<file path="src/rtl/fp_pkg.sv">
// Shared types and constants for the single-precision divider.
// Holds the FSM encoding, result selectors and the cu/dp control and status bundles.
package fp_pkg;

  localparam int BIAS = 127;
  localparam int EXP_MAX = 255;
  localparam logic [31:0] QNAN = 32'h7FC00000;
  localparam logic [31:0] POS_INF = 32'h7F800000;
  localparam int ITER = 25;

  typedef enum logic [2:0] {
    IDLE, LOAD, CHECK, ALIGN,
    DIV, ROUND, PACK, DONE
  } state_t;

  typedef enum logic [2:0] {
    RES_NORM, RES_NAN, RES_INF, RES_DZ,
    RES_ZERO, RES_OF, RES_UF
  } res_t;

  typedef struct packed {
    logic nan;
    logic inf;
    logic zero;
    logic divzero;
    logic lt;
    logic cnt_zero;
    logic carry;
    logic uflow;
    logic oflow;
  } dp_status_t;

  typedef struct packed {
    logic ld_in;
    logic ld_op;
    logic init;
    logic shift_a;
    logic iter;
    logic rnd;
    logic inc_exp;
    logic ld_out;
    res_t res;
  } cu_ctrl_t;

endpackage

</file>
<file path="src/rtl/fpdiv_if.sv">
// Request/result bundle of the divider.
// The requester drives start and operands; the divider returns done, q and flags.
interface fpdiv_if;
  logic        start;
  logic [31:0] a;
  logic [31:0] b;
  logic        done;
  logic [31:0] q;
  logic        uf;
  logic        of;
  logic        nanf;
  logic        inff;
  logic        dnf;
  logic        zf;
  logic        dzf;

  modport master (
    output start, a, b,
    input  done, q, uf, of, nanf, inff, dnf, zf, dzf
  );

  modport slave (
    input  start, a, b,
    output done, q, uf, of, nanf, inff, dnf, zf, dzf
  );
endinterface

</file>
<file path="src/rtl/fpdiv_cu.sv">
// Control unit: sequences load, classify, align, iterate, round, pack.
// Also chooses which result the datapath latches into the output registers.
module fpdiv_cu
  import fp_pkg::*;
(
  input  logic       clk,
  input  logic       rst,
  input  logic       start,
  input  dp_status_t st,
  output cu_ctrl_t   ctl,
  output logic       done
);

  state_t state, nxt;

  always_ff @(posedge clk or posedge rst) begin
    if (rst) state <= IDLE;
    else     state <= nxt;
  end

  always_comb begin
    nxt = state;
    ctl = '0;
    ctl.res = RES_NORM;
    done = 1'b0;
    unique case (state)
      IDLE: begin
        if (start) begin
          ctl.ld_in = 1'b1;
          nxt = LOAD;
        end
      end
      LOAD: begin
        ctl.ld_op = 1'b1;
        nxt = CHECK;
      end
      CHECK: begin
        // special operands skip the iteration entirely
        if (st.nan | st.inf | st.zero | st.divzero) begin
          ctl.ld_out = 1'b1;
          nxt = DONE;
          if (st.nan)          ctl.res = RES_NAN;
          else if (st.inf)     ctl.res = RES_INF;
          else if (st.divzero) ctl.res = RES_DZ;
          else                 ctl.res = RES_ZERO;
        end else begin
          nxt = ALIGN;
        end
      end
      ALIGN: begin
        ctl.init = 1'b1;
        ctl.shift_a = st.lt;
        nxt = DIV;
      end
      DIV: begin
        ctl.iter = 1'b1;
        if (st.cnt_zero) nxt = ROUND;
      end
      ROUND: begin
        ctl.rnd = 1'b1;
        ctl.inc_exp = st.carry;
        nxt = PACK;
      end
      PACK: begin
        ctl.ld_out = 1'b1;
        if (st.oflow)      ctl.res = RES_OF;
        else if (st.uflow) ctl.res = RES_UF;
        else               ctl.res = RES_NORM;
        nxt = DONE;
      end
      DONE: begin
        done = 1'b1;
        nxt = IDLE;
      end
    endcase
  end

endmodule

</file>
<file path="src/rtl/fpdiv_dp.sv">
// Datapath: operand unpack, restoring significand divider, RNE rounding.
// Output registers change only when the control unit asserts ld_out.
module fpdiv_dp
  import fp_pkg::*;
(
  input  logic        clk,
  input  logic        rst,
  input  logic [31:0] a,
  input  logic [31:0] b,
  input  cu_ctrl_t    ctl,
  output dp_status_t  st,
  output logic [31:0] q,
  output logic        uf,
  output logic        of,
  output logic        nanf,
  output logic        inff,
  output logic        dnf,
  output logic        zf,
  output logic        dzf
);

  localparam logic [7:0] EMAX = 8'(EXP_MAX);

  logic [31:0] ra, rb;
  logic [7:0] ea, eb;
  logic [22:0] fa, fb;
  logic s, dn;
  logic [24:0] rem;
  logic [24:0] quo;
  logic [22:0] man;
  logic signed [9:0] ex;
  logic [4:0] cnt;
  logic [23:0] ma, mb, diff;
  logic ge, up;
  logic [24:0] sum;

  assign ma = {1'b1, fa};
  assign mb = {1'b1, fb};
  assign ge = rem >= {1'b0, mb};
  assign diff = 24'(rem - {1'b0, mb});
  // guard is quo[0]; sticky is any remainder bit left over
  assign up = quo[0] & ((|rem) | quo[1]);
  assign sum = {1'b0, quo[24:1]} + {24'd0, up};

  assign st.nan = (ea == EMAX && fa != '0)
               || (eb == EMAX && fb != '0)
               || (ea == 8'd0 && eb == 8'd0)
               || (ea == EMAX && eb == EMAX);
  assign st.inf = ea == EMAX;
  assign st.divzero = eb == 8'd0;
  assign st.zero = (ea == 8'd0) || (eb == EMAX);
  assign st.lt = ma < mb;
  assign st.cnt_zero = cnt == 5'd0;
  assign st.carry = sum[24];
  assign st.uflow = ex < 10'sd1;
  assign st.oflow = ex > 10'sd254;

  always_ff @(posedge clk or posedge rst) begin
    if (rst) begin
      ra <= '0;
      rb <= '0;
      ea <= '0;
      eb <= '0;
      fa <= '0;
      fb <= '0;
      s <= 1'b0;
      dn <= 1'b0;
      rem <= '0;
      quo <= '0;
      man <= '0;
      ex <= '0;
      cnt <= '0;
    end else begin
      if (ctl.ld_in) begin
        ra <= a;
        rb <= b;
      end
      if (ctl.ld_op) begin
        s <= ra[31] ^ rb[31];
        ea <= ra[30:23];
        eb <= rb[30:23];
        // denormals collapse to signed zero here
        fa <= (ra[30:23] == 8'd0) ? '0 : ra[22:0];
        fb <= (rb[30:23] == 8'd0) ? '0 : rb[22:0];
        dn <= (ra[30:23] == 8'd0 && ra[22:0] != '0)
           || (rb[30:23] == 8'd0 && rb[22:0] != '0);
      end
      if (ctl.init) begin
        rem <= ctl.shift_a ? {ma, 1'b0} : {1'b0, ma};
        ex <= {2'b0, ea} - {2'b0, eb} + 10'(BIAS)
            - {9'd0, ctl.shift_a};
        quo <= '0;
        cnt <= 5'(ITER - 1);
      end
      if (ctl.iter) begin
        rem <= ge ? {diff, 1'b0} : {rem[23:0], 1'b0};
        quo <= {quo[23:0], ge};
        cnt <= cnt - 5'd1;
      end
      if (ctl.rnd) begin
        man <= sum[24] ? sum[23:1] : sum[22:0];
        if (ctl.inc_exp) ex <= ex + 10'sd1;
      end
    end
  end

  always_ff @(posedge clk or posedge rst) begin
    if (rst) begin
      q <= '0;
      uf <= 1'b0;
      of <= 1'b0;
      nanf <= 1'b0;
      inff <= 1'b0;
      dnf <= 1'b0;
      zf <= 1'b0;
      dzf <= 1'b0;
    end else if (ctl.ld_out) begin
      uf <= 1'b0;
      of <= 1'b0;
      nanf <= 1'b0;
      inff <= 1'b0;
      zf <= 1'b0;
      dzf <= 1'b0;
      dnf <= dn;
      unique case (ctl.res)
        RES_NAN: begin
          q <= QNAN;
          nanf <= 1'b1;
        end
        RES_INF: begin
          q <= POS_INF | {s, 31'd0};
          inff <= 1'b1;
        end
        RES_DZ: begin
          q <= POS_INF | {s, 31'd0};
          inff <= 1'b1;
          dzf <= 1'b1;
        end
        RES_ZERO: begin
          q <= {s, 31'd0};
          zf <= 1'b1;
        end
        RES_OF: begin
          q <= POS_INF | {s, 31'd0};
          of <= 1'b1;
          inff <= 1'b1;
        end
        RES_UF: begin
          q <= {s, 31'd0};
          uf <= 1'b1;
          zf <= 1'b1;
        end
        default: q <= {s, ex[7:0], man};
      endcase
    end
  end

endmodule

</file>
<file path="src/rtl/fpdiv.sv">
// Single-precision divider top: control unit plus datapath.
// Reset is asynchronous and aborts any operation in flight.
module fpdiv
  import fp_pkg::*;
(
  input logic   clk,
  input logic   rst,
  fpdiv_if.slave bus
);

  dp_status_t st;
  cu_ctrl_t   ctl;

  fpdiv_cu u_cu (
    .clk   (clk),
    .rst   (rst),
    .start (bus.start),
    .st    (st),
    .ctl   (ctl),
    .done  (bus.done)
  );

  fpdiv_dp u_dp (
    .clk  (clk),
    .rst  (rst),
    .a    (bus.a),
    .b    (bus.b),
    .ctl  (ctl),
    .st   (st),
    .q    (bus.q),
    .uf   (bus.uf),
    .of   (bus.of),
    .nanf (bus.nanf),
    .inff (bus.inff),
    .dnf  (bus.dnf),
    .zf   (bus.zf),
    .dzf  (bus.dzf)
  );

endmodule

</file>
<file path="src/flat_wrapper.sv">
// flat-port wrapper written by rule: the top's interface ports become plain ports
module fpdiv_flat import fp_pkg::*;
  (clk, rst, bus_start, bus_a, bus_b, bus_done, bus_q, bus_uf, bus_of, bus_nanf, bus_inff, bus_dnf, bus_zf, bus_dzf);
  fpdiv_if bus_i ();
  input logic clk;
  input logic rst;
  input wire logic [$bits(bus_i.start)-1:0] bus_start;
  input wire logic [$bits(bus_i.a)-1:0] bus_a;
  input wire logic [$bits(bus_i.b)-1:0] bus_b;
  output wire logic [$bits(bus_i.done)-1:0] bus_done;
  output wire logic [$bits(bus_i.q)-1:0] bus_q;
  output wire logic [$bits(bus_i.uf)-1:0] bus_uf;
  output wire logic [$bits(bus_i.of)-1:0] bus_of;
  output wire logic [$bits(bus_i.nanf)-1:0] bus_nanf;
  output wire logic [$bits(bus_i.inff)-1:0] bus_inff;
  output wire logic [$bits(bus_i.dnf)-1:0] bus_dnf;
  output wire logic [$bits(bus_i.zf)-1:0] bus_zf;
  output wire logic [$bits(bus_i.dzf)-1:0] bus_dzf;
  assign bus_i.start = bus_start;
  assign bus_i.a = bus_a;
  assign bus_i.b = bus_b;
  assign bus_done = bus_i.done;
  assign bus_q = bus_i.q;
  assign bus_uf = bus_i.uf;
  assign bus_of = bus_i.of;
  assign bus_nanf = bus_i.nanf;
  assign bus_inff = bus_i.inff;
  assign bus_dnf = bus_i.dnf;
  assign bus_zf = bus_i.zf;
  assign bus_dzf = bus_i.dzf;
  fpdiv u_core (.clk(clk), .rst(rst), .bus(bus_i));
endmodule
</file>
<file path="config.mk">
export PLATFORM = sky130hd
export DESIGN_NAME = fpdiv_flat
export DESIGN_NICKNAME = d
export VERILOG_FILES = /design/src/rtl/fp_pkg.sv /design/src/rtl/fpdiv_if.sv /design/src/rtl/fpdiv_cu.sv /design/src/rtl/fpdiv_dp.sv /design/src/rtl/fpdiv.sv /design/src/flat_wrapper.sv
export SDC_FILE = /design/constraint.sdc
export NUM_CORES = 1
export LEC_CHECK = 0
export ABC_AREA = 0
export ABC_CLOCK_PERIOD_IN_PS = 13500
export BUFFER_PORTS_ARGS = -buffer_cell sky130_fd_sc_hd__buf_2
export CAP_MARGIN = 20
export CORE_UTILIZATION = 40
export CTS_BUF_LIST = sky130_fd_sc_hd__clkbuf_2
export CTS_CLUSTER_SIZE = 30
export DETAILED_ROUTE_END_ITERATION = 10
export GPL_ROUTABILITY_DRIVEN = 0
export PLACE_DENSITY = 0.53
export SYNTH_ARGS = -nofsm -noshare
export SYNTH_HDL_FRONTEND = slang
export SYNTH_SLANG_ARGS = --single-unit
</file>
<file path="constraint.sdc">
create_clock -name clk -period 13.5 [get_ports clk]
set_input_delay 3.375 -clock clk [delete_from_list [all_inputs] [get_ports clk]]
set_output_delay 3.375 -clock clk [all_outputs]
set_load 0.05 [all_outputs]
</file>
# Word-level counts from Yosys, hierarchy flattened
# Cells that the tools add are included.
# op_classes
magnitude_cmp	4
n_eq_ne	17
n_reduce_logical	26
mux	39
add_sub_neg	7
n_bitwise	6
# ops
cell	count
$mux W25	6
$pmux W32 S3	1
$reduce_bool A23 Y1	4
$mux W23	3
$logic_not A8 Y1	4
$mux W10	3
$add A24 B1 Y25	1
$ge A25 B24 Y1	1
$reduce_or A25 Y1	1
$lt A24 B24 Y1	1
$mux W3	8
$pmux W3 S8	1
$sub A24 B24 Y24	1
$eq A3 B3 Y1 const B	7
$eq A8 B8 Y1 const B	2
$eq A3 B2 Y1 const B	4
$mux W1	11
$add A10 B2 Y10 const B	1
$add A9 B8 Y10 const B	1
$gt A10 B9 Y1 const B	1
$lt A10 B2 Y1 const B	1
$mux W5	2
$sub A10 B1 Y10	1
$sub A8 B8 Y9	1
18 further kinds	32
# word_totals
output_inout_bits	40
ff_bits	258
in_bits	67
wordCells	121

# Longest topological paths before layout
# Gate-level depths: netlist of the first run.
# depth
word_depth	13
mapped_depth	21

# By module
# A second synthesis of the first run with hierarchy kept.
# hier_totals
cells_unflattened	1537
hier_area_um2	14406.3
# modules_own_cells
module	seq_area_each_um2	area_per_inst_um2	instances	cells_each
fpdiv_dp	6381.1	14134.8	1	1500
fpdiv_cu	75.1	271.5	1	37

# Worst setup path before layout of the first run
# No wires, ideal clock.
# synth_path
path_kind	input to register
startpoint	input port bus_start
endpoint	register u_core.u_dp.ra[0]
required_time_ns	13.375
setup_ns	0.125
cell_stages	4
t_arrival_ns	4.606
slack_ns	8.769
cell_sequence	nor4b_1 > clkbuf_1 > clkbuf_1 > mux2_2
# synth_between
elab_chain_len	2
# synth_lines
element	line	source
start, declared	flat_wrapper.sv:7	input wire logic [$bits(bus_i.start)-1:0] bus_start;
$mux W1	fpdiv_cu.sv:28	if (start) begin
$mux W1	fpdiv_cu.sv:26	unique case (state)
end signal, assigned	fpdiv_dp.sv:60	ra <= '0;
end signal, assigned	fpdiv_dp.sv:75	ra <= a;
end, declared	fpdiv_dp.sv:24	logic [31:0] ra, rb;
# Every way passes these cells.
# A chain may end at the register's enable or synchronous reset.

# Final worst setup path of the first run
# layout_path
startpoint	register u_core.u_cu.state[1]
endpoint	output port bus_done
# layout_between
elab_chain_len	2
# layout_lines
element	line	source
start, declared	fpdiv_cu.sv:14	state_t state, nxt;
start signal, assigned	fpdiv_cu.sv:18	else state <= nxt;
$eq A3 B3 Y1	fpdiv_cu.sv:26	
$mux W1	fpdiv_cu.sv:26	
end, declared	flat_wrapper.sv:10	output wire logic [$bits(bus_i.done)-1:0] bus_done;
# Every way passes these cells.

==> metrics, run 1 <==
nets=1620; register area share after synthesis=47.2%; clock latency on the worst-skew pair=0.93 ns; Slew HR=31.3%; GRT overflow=0; Min Hold Slack=0.479 ns; met2 Usage GRT=30.2%; cts bufs inserted=75; # port buffers=106; Vias/cell=5.35; Die Area=35000 um2; Peak VDD IR=0.000116 V; GRT busiest layer=met2; initial antenna violation count=1; sum of negative setup slack=0 ns; Yosys reg bits=258; most common cell in the synthesized netlist=dfrtp_1; Tcrit/Tclk final=40.0%; maximum clock path buffer count=3; Initial Util=40.7%; outcome=complete, no violations; Final min period=5.41 ns; I/O pins=107; Area contributors post-synth=dfrtp_1, mux2_2, ha_1, nand2_1, a22o_1; Critical Path Source Type=flop; gr usage total=20.1%; Worst Max-Slew Pin Slew=1.03 ns; ys async rst share=100%; Max Clk Rate=185 MHz; top cell type's share of synthesized area=47.2%; post-CTS sizing=0; Syn Area/Cell=10.1 um2; critical path class=reg2out; Post-synth top cells=dfrtp_1, nand2_1, mux2_2; Area Overhead vs Synth=11.4%; Overall Power=4320 uW; Mapped Area=13700 um2; GRT met1 Usage=28.2%; fill count=3338; post-synth top area cell=dfrtp_1; largest net degree at the start of global routing=112; Reg clk slew, reported paths=0.09 ns; clk_skew=0.105 ns; core area=33600 um2; Synth cell types=66; post-synth net total=1489; vias in the first global route=10500; DRT iter0 DRCs=624; Leakage=0.00704 uW; MaxCap Viol Count=0; mean routed wirelength per cell=17.3 um; Synth Flop Type=dfrtp_1; CTS H-tree depth=3; ratio of cells with drive above 1 in the final layout=22.0%; reg2reg start=u_core.u_cu.state[2]; post-route ant nets=0; met3 usage=3.75%; RSZ-0062 raised after global routing=no; CTS tree=built; synth warn=0; DRT Pass-1 Iters=5; arrival time of the worst setup path=2.03 ns; Die X=187 um; worst hold path class=reg2reg; std cell rows=67; Post-synth EDFFs=0; # DRC=0; # clock sinks=258; CTS hold repair buffers=0; Die Span Y=187 um; CP max FO=15; post-CTS setup buffers=0; max-slew violations=0; first-pass GRT wire length=56.3 mm; Routed WL=34.3 mm; total number of vias=10600; Finish-stage setup viols=0; hpwl dp=24.1 mm; Root Driver=clkbuf_2; CP required=10.12 ns; crit path launch=u_core.u_cu.state[1]; Hold Startpoint=u_core.u_dp.ra[28]; synthesized instance count=1352; final hold vios=0; PwrDens=283 nW/um2; Setup crit end kind=output pin
==> cells in the final DEF (no fill, tap or decap), types with 27 or more instances in the layout <==
cell type,instances
buf_2,106
nand2_1,172
a21oi_1,81
nor4_1,36
inv_1,67
clkbuf_2,111
nor2_1,59
a21o_1,27
dfrtp_1,258
o22ai_1,48
o21ai_0,67
a22o_1,48
xnor2_1,31
mux2_2,85
ha_1,67
==> power by group <==
part,internal [uW],switching [uW]
Combinational,980,1340
Sequential,1090,338
Clock,235,331
Total,2310,2010
==> area by class of cell <==
| class | count | area (um2) | share of cell area (%) |
|---|---|---|---|
| Multi-Input combinational cell | 963 | 6700 | 44.0 |
| Sequential cell | 258 | 6460 | 42.4 |
| Timing Repair Buffer | 117 | 613 | 4.02 |
| Tap cell | 448 | 561 | 3.68 |
| Clock buffer | 111 | 556 | 3.64 |
| Inverter | 68 | 263 | 1.72 |
| Clock inverter | 15 | 88.8 | 0.583 |
| Antenna cell | 1 | 2.50 | 0.0164 |
==> metrics by stage <==
stage               utilization [%]  setup slack (ns)  area [um2]  instances
floorplan                         -              3.03       13700       1352
global placement               43.4              8.38       14600       1854
detailed placement             43.4              8.37       14600       1854
CTS                            45.3              7.99       15200       1980
global route                   45.3              7.95       15200       1981
finish                         45.3              8.09       15200       1981
==> state kept, by name (all words and copies together) (netlist names), 10 cells and up <==
register	flops
u_core.u_dp.ex	10
u_core.u_dp.fa	23
u_core.u_dp.fb	23
u_core.u_dp.man	23
u_core.u_dp.q	32
u_core.u_dp.quo	25
u_core.u_dp.ra	32
u_core.u_dp.rb	32
u_core.u_dp.rem	25
==> critical path, cell delays in order (launching register included) <==
cell	delay [ns]
dfrtp_1	0.63
and3_1	0.25
buf_2	0.27
==> logic make-up after synthesis <==
kind of cell               count (synthesis)  synth area share, %
adders and majority gates                 70                 6.56
and+or+nand+nor                          388                 13.6
xor gates and xnor gates                  55                 3.52
buffers and inverters                    131                 4.05
AOI/OAI and AO/OA                        342                 16.4
DFF                                      258                 47.2
muxes                                    108                 8.68
==> metal layers <==
| metal | vias up | share of wire (%) |
|---|---|---|
| met1 | 5082 | 49 |
| met2 | 252 | 44 |
| met5 | - | 0 |
| met4 | 0 | 2.7 |
| li1 | 5207 | - |
| met3 | 64 | 4.3 |
==> path summary, 6_finish.rpt <==
| check | to | slack, ns | cells after the start |
|---|---|---|---|
| min in group asynchronous | u_core.u_dp.nanf | 2.57 | 2 |
| min reg2reg | u_core.u_dp.ea[5] | 0.48 | 2 |
| max reg2reg | u_core.u_dp.ex[7] | 9.28 | 19 |
| min | u_core.u_dp.ea[5] | 0.48 | 2 |
| max | bus_done | 8.09 | 2 |
| max in group asynchronous | u_core.u_dp.man[0] | 9.33 | 3 |
No activity file was read; power rests on OpenSTA's default activity.
==> inputs of run 2 (changes only) <==
Settings changed: ABC_AREA 0 to 1, ABC_CLOCK_PERIOD_IN_PS 13500 to 4950, PLACE_DENSITY 0.53 to 0.55.
Clock period 13.5 ns to 4.95 ns, I/O delays scaled along.
==> run 2 against run 1 <==
Compared with the run above:
- non-clock buffer count shrank 2
- combinational power grew to 3.1 times the previous value
- global-route usage grew 1.2 points
- clock power grew to 2.7 times the previous value
- routed wire length grew 15%
- synthesized cell count grew 39%
==> metrics, run 2 <==
post-CTS setup buffers=0; met3 usage=3.85%; total number of vias=12800; top cell type's share of synthesized area=43.2%; dpl cell area=15800 um2; Synth Flop Type=dfrtp_1; Finish-stage setup viols=0; CTS tree=built; Setup crit end kind=flop; CP max FO=24; outcome=complete, no violations; Routed WL=39.3 mm; fill count=3813; nets=2146; Peak VDD IR=0.000430 V; Post-synth top cells=nand2_1, dfrtp_1, inv_1; final core utilization=44.9%; synth warn=0; vias in the first global route=12800; mean routed wirelength per cell=15.5 um; Die Area=38100 um2; Crit path top cell by count=nand2_1; Area Overhead vs Synth=10.3%; I/O pins=107; met2 Usage GRT=36.0%; R2R depth=25; CP required=5.74 ns; Max Clk Rate=252 MHz; RSZ-0062 raised after global routing=no; most common cell in the synthesized netlist=nand2_1; Slew HR=38.5%; ratio of cells with drive above 1 in the final layout=16.8%; Leakage=0.00843 uW; Worst Max-Slew Pin Slew=0.919 ns; arrival time of the worst setup path=4.76 ns; PwrDens=748 nW/um2; Vias/cell=5.06; ys async rst share=100%; maximum clock path buffer count=3; std cell rows=70; gr usage total=21.2%; Area contributors post-synth=dfrtp_1, nand2_1, inv_1, ha_1, nand3_1; hpwl dp=29.2 mm; clock latency on the worst-skew pair=0.91 ns; GRT met1 Usage=26.1%; Mapped Area=14900 um2; first-pass GRT wire length=64.6 mm; max-slew violations=0; largest net degree at the start of global routing=134; Die X=195 um; DRT iter0 DRCs=849; Yosys reg bits=258; clk_skew=0.0621 ns; post-CTS sizing=0; Post-synth EDFFs=0; Synth cell types=51; initial antenna violation count=1; final hold vios=0; sum of negative setup slack=0 ns; Syn Area/Cell=7.93 um2; critical path's largest stage delay=0.42 ns; Die Span Y=195 um; most common cell after layout, fill and taps aside=nand2_1; GRT overflow=0; post-synth net total=2022; DRT Pass-1 Iters=5; # DRC=0; MaxCap Viol Count=0; reg2reg start=u_core.u_dp.fb[1]; Critical Path Source Type=flop; # clock sinks=258; Hold Startpoint=u_core.u_dp.cnt[4]; Root Driver=clkbuf_2; post-route ant nets=0; R2R Setup Slk=0.98 ns; FF-to-FF End=u_core.u_dp.ex[7]; CTS H-tree depth=3; CTS hold repair buffers=0; Hold EP=u_core.u_dp.cnt[4]; # port buffers=106; GRT busiest layer=met2; Tcrit/Tclk final=80.2%; crit path launch=u_core.u_dp.fb[1]; worst hold path depth=1; Initial Util=40.7%; leading registers by flop count=u_core.u_dp.q: 32 flops, u_core.u_dp.ra: 32 flops, u_core.u_dp.rb: 32 flops; worst hold path class=reg2reg; commonest cells after routing, fill and taps aside=nand2_1, dfrtp_1, inv_1; Design Area, Final=16500 um2; register area share after synthesis=43.2%; post-synth top area cell=dfrtp_1; Reg clk slew, reported paths=0.10 ns; Non-Filler Instances=2528; core area=36700 um2; Final min period=3.97 ns; Worst path slowest cell=dfrtp_1; cts bufs inserted=75; Placed Cells=2399; synthesized instance count=1885; critical path class=reg2reg
[run 2: area by class of cell]
cell class	instances	area [um2]	area share [%]
diodes	1	2.50	0.0152
clock buffers	101	505	3.07
clock inverters	26	133	0.804
inverters	266	1000	6.09
multi-input cells	1293	7160	43.4
flip-flops and latches	258	6460	39.2
well taps	468	586	3.55
repair buffers	115	643	3.90
[run 2: critical path, delay by kind of cell (launching register included)]
| family | cells | cell delay [ns] |
|---|---|---|
| simple gates | 12 | 1.09 |
| fa+ha+maj | 4 | 0.87 |
| compound gates | 5 | 0.76 |
| buf+inv | 4 | 0.73 |
| flops | 1 | 0.42 |
[run 2: logic make-up after synthesis]
| family | count (synthesis) | synth area share (%) |
|---|---|---|
| compound gates | 296 | 11.2 |
| xor+xnor | 54 | 3.16 |
| fa+ha+maj | 70 | 6.01 |
| buf+inv | 334 | 9.02 |
| flops | 258 | 43.2 |
| mux | 22 | 1.66 |
| simple gates | 851 | 25.7 |
[run 2: how the worst max path moves through the flow]
stage                                 to  slack, ns  cells past startpoint
floorplan           u_core.u_cu.state[0]       0.31                      1
global placement       u_core.u_dp.ex[7]       1.10                     23
detailed placement     u_core.u_dp.ex[7]       1.02                     25
CTS                    u_core.u_dp.ex[7]        1.0                     25
global route           u_core.u_dp.ex[7]       0.53                     25
finish                 u_core.u_dp.ex[7]       0.98                     25
[run 2: metal layers]
metal / up-vias / wire, um
li1: 6452 / -
met2: 334 / 18700
met1: 5915 / 17400
met3: 92 / 1700
met5: - / 0
met4: 0 / 1510
[run 2: metrics by stage]
step                total power [uW]  hold WS [ns]  setup WS (ns)
global route                   13600         0.472          0.532
floorplan                       9110         0.431          0.313
CTS                            12400         0.448          0.998
detailed placement             10800         0.452           1.02
finish                         12300         0.467          0.982
global placement               10800         0.445           1.10
[run 2: power by group]
part | switching, uW | internal (uW)
Sequential | 645 | 2920
Combinational | 4730 | 2510
Clock | 927 | 608
Total | 6300 | 6030
